`src/rtl/tile_addr_gen_2d_if.sv`:
```
// Config, issue and data-address bundle for the 2D tile address generator.
// master = router controller side, slave = generator side.
interface tile_addr_gen_2d_if #(
    parameter int ADDR_WIDTH = 8,
    parameter int DIM_WIDTH  = 6
);
    logic                  i_start;
    logic                  i_clear;
    logic [ADDR_WIDTH-1:0] i_base_addr;
    logic [DIM_WIDTH-1:0]  i_num_rows;
    logic [DIM_WIDTH-1:0]  i_num_cols;
    logic [ADDR_WIDTH-1:0] i_row_stride;
    logic [DIM_WIDTH-1:0]  i_num_passes;
    logic                  i_ready;
    logic                  o_busy;
    logic                  o_buf_read_en;
    logic [ADDR_WIDTH-1:0] o_read_addr;
    logic                  o_valid;
    logic [ADDR_WIDTH-1:0] o_data_addr;
    logic                  o_last;
    logic                  o_done;

    modport master (
        output i_start, i_clear, i_base_addr, i_num_rows, i_num_cols,
        output i_row_stride, i_num_passes, i_ready,
        input  o_busy, o_buf_read_en, o_read_addr, o_valid,
        input  o_data_addr, o_last, o_done
    );

    modport slave (
        input  i_start, i_clear, i_base_addr, i_num_rows, i_num_cols,
        input  i_row_stride, i_num_passes, i_ready,
        output o_busy, o_buf_read_en, o_read_addr, o_valid,
        output o_data_addr, o_last, o_done
    );
endinterface

```
`src/rtl/tile_addr_gen_2d.sv`:
```
// 2D tile address walker: rows x cols with row stride, repeated over passes.
// Issues buffer reads and tags returning data after READ_LATENCY cycles.
module tile_addr_gen_2d #(
    parameter int ADDR_WIDTH   = 8,
    parameter int DIM_WIDTH    = 6,
    parameter int READ_LATENCY = 1
) (
    input  logic              i_clk,
    input  logic              i_rst,
    tile_addr_gen_2d_if.slave bus
);
    typedef enum logic [1:0] {
        S_IDLE,
        S_RUN,
        S_DRAIN,
        S_DONE
    } state_t;

    state_t                state;
    logic [ADDR_WIDTH-1:0] cfg_base;
    logic [ADDR_WIDTH-1:0] cfg_stride;
    logic [DIM_WIDTH-1:0]  cfg_rows;
    logic [DIM_WIDTH-1:0]  cfg_cols;
    logic [DIM_WIDTH-1:0]  cfg_passes;
    logic [ADDR_WIDTH-1:0] addr_reg;
    logic [ADDR_WIDTH-1:0] row_base;
    logic [DIM_WIDTH-1:0]  col;
    logic [DIM_WIDTH-1:0]  row;
    logic [DIM_WIDTH-1:0]  pass;
    logic                  done_q;

    logic                  pipe_v [READ_LATENCY];
    logic [ADDR_WIDTH-1:0] pipe_a [READ_LATENCY];
    logic                  pipe_l [READ_LATENCY];

    logic issue;
    logic last_col;
    logic last_row;
    logic last_pass;
    logic issue_last;
    logic early_busy;

    // Issue decode and end-of-dimension flags from registered state
    always_comb begin
        issue      = (state == S_RUN) && bus.i_ready;
        last_col   = (col == cfg_cols - 1'b1);
        last_row   = (row == cfg_rows - 1'b1);
        last_pass  = (pass == cfg_passes - 1'b1);
        issue_last = issue && last_col && last_row && last_pass;
        early_busy = 1'b0;
        for (int i = 0; i < READ_LATENCY - 1; i++) begin
            early_busy = early_busy | pipe_v[i];
        end
    end

    assign bus.o_busy        = (state != S_IDLE);
    assign bus.o_buf_read_en = issue;
    assign bus.o_read_addr   = addr_reg;
    assign bus.o_valid       = pipe_v[READ_LATENCY-1];
    assign bus.o_data_addr   = pipe_a[READ_LATENCY-1];
    assign bus.o_last        = pipe_l[READ_LATENCY-1];
    assign bus.o_done        = done_q;

    // FSM, tile counters and the read-latency pipeline
    always_ff @(posedge i_clk) begin
        if (i_rst || bus.i_clear) begin
            state      <= S_IDLE;
            cfg_base   <= '0;
            cfg_stride <= '0;
            cfg_rows   <= '0;
            cfg_cols   <= '0;
            cfg_passes <= '0;
            addr_reg   <= '0;
            row_base   <= '0;
            col        <= '0;
            row        <= '0;
            pass       <= '0;
            done_q     <= 1'b0;
            for (int i = 0; i < READ_LATENCY; i++) begin
                pipe_v[i] <= 1'b0;
                pipe_a[i] <= '0;
                pipe_l[i] <= 1'b0;
            end
        end else begin
            // Address stages only load on a valid so the output holds
            pipe_v[0] <= issue;
            pipe_l[0] <= issue_last;
            if (issue) begin
                pipe_a[0] <= addr_reg;
            end
            for (int i = 1; i < READ_LATENCY; i++) begin
                pipe_v[i] <= pipe_v[i-1];
                pipe_l[i] <= pipe_l[i-1];
                if (pipe_v[i-1]) begin
                    pipe_a[i] <= pipe_a[i-1];
                end
            end
            done_q <= 1'b0;
            unique case (state)
                S_IDLE: begin
                    if (bus.i_start) begin
                        cfg_base   <= bus.i_base_addr;
                        cfg_stride <= bus.i_row_stride;
                        cfg_rows   <= bus.i_num_rows;
                        cfg_cols   <= bus.i_num_cols;
                        cfg_passes <= bus.i_num_passes;
                        addr_reg   <= bus.i_base_addr;
                        row_base   <= bus.i_base_addr;
                        col        <= '0;
                        row        <= '0;
                        pass       <= '0;
                        if (bus.i_num_rows == '0 || bus.i_num_cols == '0 ||
                            bus.i_num_passes == '0) begin
                            state  <= S_DONE;
                            done_q <= 1'b1;
                        end else begin
                            state <= S_RUN;
                        end
                    end
                end
                S_RUN: begin
                    if (issue) begin
                        if (!last_col) begin
                            col      <= col + 1'b1;
                            addr_reg <= addr_reg + 1'b1;
                        end else if (!last_row) begin
                            col      <= '0;
                            row      <= row + 1'b1;
                            row_base <= row_base + cfg_stride;
                            addr_reg <= row_base + cfg_stride;
                        end else if (!last_pass) begin
                            col      <= '0;
                            row      <= '0;
                            pass     <= pass + 1'b1;
                            row_base <= cfg_base;
                            addr_reg <= cfg_base;
                        end else begin
                            state <= S_DRAIN;
                        end
                    end
                end
                S_DRAIN: begin
                    if (!early_busy) begin
                        state  <= S_DONE;
                        done_q <= 1'b1;
                    end
                end
                S_DONE: begin
                    state <= S_IDLE;
                end
            endcase
        end
    end
endmodule

```
`src/flat_wrapper.sv`:
```
// flat-port wrapper written by rule: the top's interface ports become plain ports
module tile_addr_gen_2d_flat 
#(
    parameter int ADDR_WIDTH   = 8,
    parameter int DIM_WIDTH    = 6,
    parameter int READ_LATENCY = 1
)
  (i_clk, i_rst, bus_i_start, bus_i_clear, bus_i_base_addr, bus_i_num_rows, bus_i_num_cols, bus_i_row_stride, bus_i_num_passes, bus_i_ready, bus_o_busy, bus_o_buf_read_en, bus_o_read_addr, bus_o_valid, bus_o_data_addr, bus_o_last, bus_o_done);
  tile_addr_gen_2d_if #(.ADDR_WIDTH(ADDR_WIDTH), .DIM_WIDTH(DIM_WIDTH)) bus_i ();
  input  logic i_clk;
  input  logic i_rst;
  input wire logic [$bits(bus_i.i_start)-1:0] bus_i_start;
  input wire logic [$bits(bus_i.i_clear)-1:0] bus_i_clear;
  input wire logic [$bits(bus_i.i_base_addr)-1:0] bus_i_base_addr;
  input wire logic [$bits(bus_i.i_num_rows)-1:0] bus_i_num_rows;
  input wire logic [$bits(bus_i.i_num_cols)-1:0] bus_i_num_cols;
  input wire logic [$bits(bus_i.i_row_stride)-1:0] bus_i_row_stride;
  input wire logic [$bits(bus_i.i_num_passes)-1:0] bus_i_num_passes;
  input wire logic [$bits(bus_i.i_ready)-1:0] bus_i_ready;
  output wire logic [$bits(bus_i.o_busy)-1:0] bus_o_busy;
  output wire logic [$bits(bus_i.o_buf_read_en)-1:0] bus_o_buf_read_en;
  output wire logic [$bits(bus_i.o_read_addr)-1:0] bus_o_read_addr;
  output wire logic [$bits(bus_i.o_valid)-1:0] bus_o_valid;
  output wire logic [$bits(bus_i.o_data_addr)-1:0] bus_o_data_addr;
  output wire logic [$bits(bus_i.o_last)-1:0] bus_o_last;
  output wire logic [$bits(bus_i.o_done)-1:0] bus_o_done;
  assign bus_i.i_start = bus_i_start;
  assign bus_i.i_clear = bus_i_clear;
  assign bus_i.i_base_addr = bus_i_base_addr;
  assign bus_i.i_num_rows = bus_i_num_rows;
  assign bus_i.i_num_cols = bus_i_num_cols;
  assign bus_i.i_row_stride = bus_i_row_stride;
  assign bus_i.i_num_passes = bus_i_num_passes;
  assign bus_i.i_ready = bus_i_ready;
  assign bus_o_busy = bus_i.o_busy;
  assign bus_o_buf_read_en = bus_i.o_buf_read_en;
  assign bus_o_read_addr = bus_i.o_read_addr;
  assign bus_o_valid = bus_i.o_valid;
  assign bus_o_data_addr = bus_i.o_data_addr;
  assign bus_o_last = bus_i.o_last;
  assign bus_o_done = bus_i.o_done;
  tile_addr_gen_2d #(.ADDR_WIDTH(ADDR_WIDTH), .DIM_WIDTH(DIM_WIDTH), .READ_LATENCY(READ_LATENCY)) u_core (.i_clk(i_clk), .i_rst(i_rst), .bus(bus_i));
endmodule
```
`config.mk`:
```
export PLATFORM = sky130hd
export DESIGN_NAME = tile_addr_gen_2d_flat
export DESIGN_NICKNAME = d
export VERILOG_FILES = /design/src/rtl/tile_addr_gen_2d_if.sv /design/src/rtl/tile_addr_gen_2d.sv /design/src/flat_wrapper.sv
export SDC_FILE = /design/constraint.sdc
export NUM_CORES = 1
export LEC_CHECK = 0
export ABC_AREA = 1
export BUFFER_PORTS_ARGS = -buffer_cell sky130_fd_sc_hd__buf_4
export CAP_MARGIN = 15
export CORE_ASPECT_RATIO = 0.5
export CORE_MARGIN = 2
export CORE_UTILIZATION = 44
export CTS_CLUSTER_DIAMETER = 120
export DETAILED_ROUTE_END_ITERATION = 8
export PLACE_DENSITY = 0.69
export SYNTH_ARGS = -nofsm -noshare
export SYNTH_HDL_FRONTEND = slang
export SYNTH_SLANG_ARGS = --single-unit
```
`constraint.sdc`:
```
create_clock -name i_clk -period 3.5 [get_ports i_clk]
set_input_delay 0.175 -clock i_clk [delete_from_list [all_inputs] [get_ports i_clk]]
set_output_delay 0.175 -clock i_clk [all_outputs]
set_load 0.01 [all_outputs]
```
==> impl_metrics.json <==
{
  "rows": 26,
  "start_util_pct": 46.0,
  "tns_ns": 0,
  "start_kind": "flop",
  "cts_resized": 0,
  "dieWidth_um": 152,
  "routed_wl_um": 12000,
  "numCtsBuffers": 9,
  "hold_viol": 0,
  "use_met2_pct": 32.7,
  "htreeDepth": 3,
  "min_period_ns": 2.51,
  "drt_iter0_drc": 319,
  "syn_area_mm2": 0.00479,
  "area.sequential_mm2": 0.00170,
  "finalWeightedCongestion": 0.861,
  "power_w": 0.00258,
  "slew_viol_final": 0,
  "finClkSkew_ns": 0.0132,
  "final_cell_mix": "nand2_1 (162), nor2_1 (85), inv_1 (78), dfxtp_1 (73), buf_4 (63)",
  "async_flop_share_pct": 0,
  "tightestPinTransition_ns": 0.795,
  "rsz0062_at_grt": "no",
  "synth-edff-count": 8,
  "p_per_area_mw_per_mm2": 457,
  "grt_pass1_vias": 4195,
  "met1_usage_pct": 31.0,
  "grt-ovfl-total": 0,
  "core_area_mm2": 0.0104,
  "cp-startpoint": "u_core.cfg_cols[0]$_SDFFE_PP0P_",
  "root_buffer": "clkbuf_16",
  "top_usage_layer": "met2",
  "preCtsSetupSlack_ns": 1.06,
  "synth_cells": 698,
  "synth_seq_cells": 81,
  "grt_start_max_net_pins": 51,
  "r2r_start": "u_core.cfg_cols[0]$_SDFFE_PP0P_",
  "die_y_um": 77.8,
  "clockBufferDepth": 2,
  "die_area_mm2": 0.0118,
  "boundaryPins": 60,
  "synth-seq-area-share_pct": 35.5,
  "final_common_cell": "nand2_1",
  "fillers": 1039,
  "syn_nets": 755,
  "viasPerCell": 5.10,
  "synth_cell_types": 38,
  "outcome": "finished, final reports clean",
  "wl_per_cell_um": 13.5,
  "crit_required_ns": 3.74,
  "critPathKind": "reg -> reg",
  "use_met3_pct": 5.00,
  "critPathCaptureType": "flop",
  "clkLatencyLatePin_ns": 0.35,
  "grt_usage_pct": 21.7,
  "port_buffers": 59,
  "crit_fanout": 20,
  "setup_viol": 0,
  "final.period_utilization_pct": 71.7,
  "post_cts_buffers": 0,
  "yosys_most_used_dff": "dfxtp_1",
  "drv_cap": 0,
  "final_antenna_net_count": 0,
  "irDropWorstVdd_mv": 0.220,
  "worst_slack_ns": 0.992,
  "worstPathArrival_ns": 2.75,
  "syn_avg_cell_area_um2": 6.87,
  "multi_input_comb_area_mm2": 0.00263,
  "leakage_nw": 2.61,
  "vias": 4551,
  "yosysWarningCount": 0,
  "area_delta_synth_final_pct": 17.7,
  "diodes": 0,
  "dr.pass1.iters": 4,
  "slew_headroom_pct": 46.9,
  "antenna_found_initial": 0,
  "cts_tree": "done",
  "cts_sinks": 81,
  "hold_buffers": 0,
  "holdCritPathClass": "in -> reg",
  "grt_pass1_wl_um": 20100,
  "fmax_mhz": 399,
  "place_hpwl_um": 8720,
  "worstHoldStart": "bus_i_row_stride[5]",
  "clk_pin_slew_ns": 0.07,
  "final_net_count": 804,
  "route.detailed.drc": 0,
  "post_route_cells_drive_above_1_share_pct": 14.4
}
[layout make-up]
| class | count | area share (%) |
|---|---|---|
| multi-input cells | 505 | 46.6 |
| flip-flops and latches | 81 | 30.2 |
| repair buffers | 63 | 8.39 |
| inverters | 87 | 5.92 |
| clock buffers | 9 | 3.99 |
| well taps | 140 | 3.11 |
| clock inverters | 7 | 1.80 |
[per-stage QoR]
step	hold slack, ns	utilization, %	instance area (µm²)	cells
3_3_place_gp	0.426	51.0	5310	876
5_1_grt	0.0845	54.2	5640	892
2_1_floorplan	0.323	-	4790	698
4_1_cts	0.0782	54.2	5640	892
3_5_place_dp	0.433	51.0	5310	876
6_report	0.0823	54.2	5640	892
[power breakdown]
group | total (W) | switching, W | internal [W]
Combinational | 0.000519 | 0.000332 | 0.000187
Clock | 0.00104 | 0.000409 | 0.000631
Sequential | 0.00102 | 0.0000368 | 0.000983
Total | 0.00258 | 0.000777 | 0.00180
[critical path, cell delays in order, from the launching register on]
cell and delay (ns):
dfxtp_1 0.34, inv_1 0.09, ha_1 0.31, xor2_1 0.13, nand3_1 0.09, nor2_1 0.12, nand3_2 0.34, a21oi_4 0.42
nand2_4 0.21, nor2_1 0.26, nor2_1 0.08
[synthesized netlist by cell type, types with 6 or more instances]
cell type | n | area, µm²
inv_2 | 6 | 22.5
nand3_1 | 54 | 270
nand4_1 | 16 | 100
xnor2_1 | 16 | 140
xor2_1 | 15 | 131
nor3_1 | 7 | 35.0
nor2_1 | 86 | 323
edfxtp_1 | 8 | 240
dfxtp_1 | 73 | 1460
ha_1 | 17 | 213
clkbuf_1 | 16 | 60.1
inv_1 | 78 | 293
a21oi_1 | 57 | 285
o21ai_0 | 43 | 215
nand2_1 | 162 | 608
[state kept, by name, summed over array words and instances, names as in the netlist, 8 cells and up]
register	cells
u_core.bus.o_read_addr	8
u_core.cfg_stride	8
u_core.cfg_base	8
u_core.pipe_a	8
u_core.row_base	8
[layer usage]
metal | part of all wire, % | wire [µm]
met1 | 50 | 6000
met3 | 7.7 | 929
met2 | 41 | 4930
met5 | 0 | 0
met4 | 1.4 | 165
[cells by family after synthesis]
family	share of synthesized area (%)
XOR/XNOR	5.66
AND/OR/NAND/NOR	31.9
adder cells (fa/ha/maj)	4.86
buffers and inverters	9.68
flip-flops	35.5
AO/OA/AOI/OAI	12.4
[final timing paths]
path | to | slack, ns | cells after the start
worst max register to register | u_core.bus.o_read_addr[6]$_SDFFE_PP0P_ | 0.99 | 10
worst min register to register | u_core.cfg_base[3]$_SDFFE_PP0P_ | 0.46 | 2
worst min-delay path | u_core.cfg_stride[5]$_SDFFE_PP0P_ | 0.08 | 3
worst max-delay path | u_core.bus.o_read_addr[6]$_SDFFE_PP0P_ | 0.99 | 10
(Power assumes the default switching activity.)
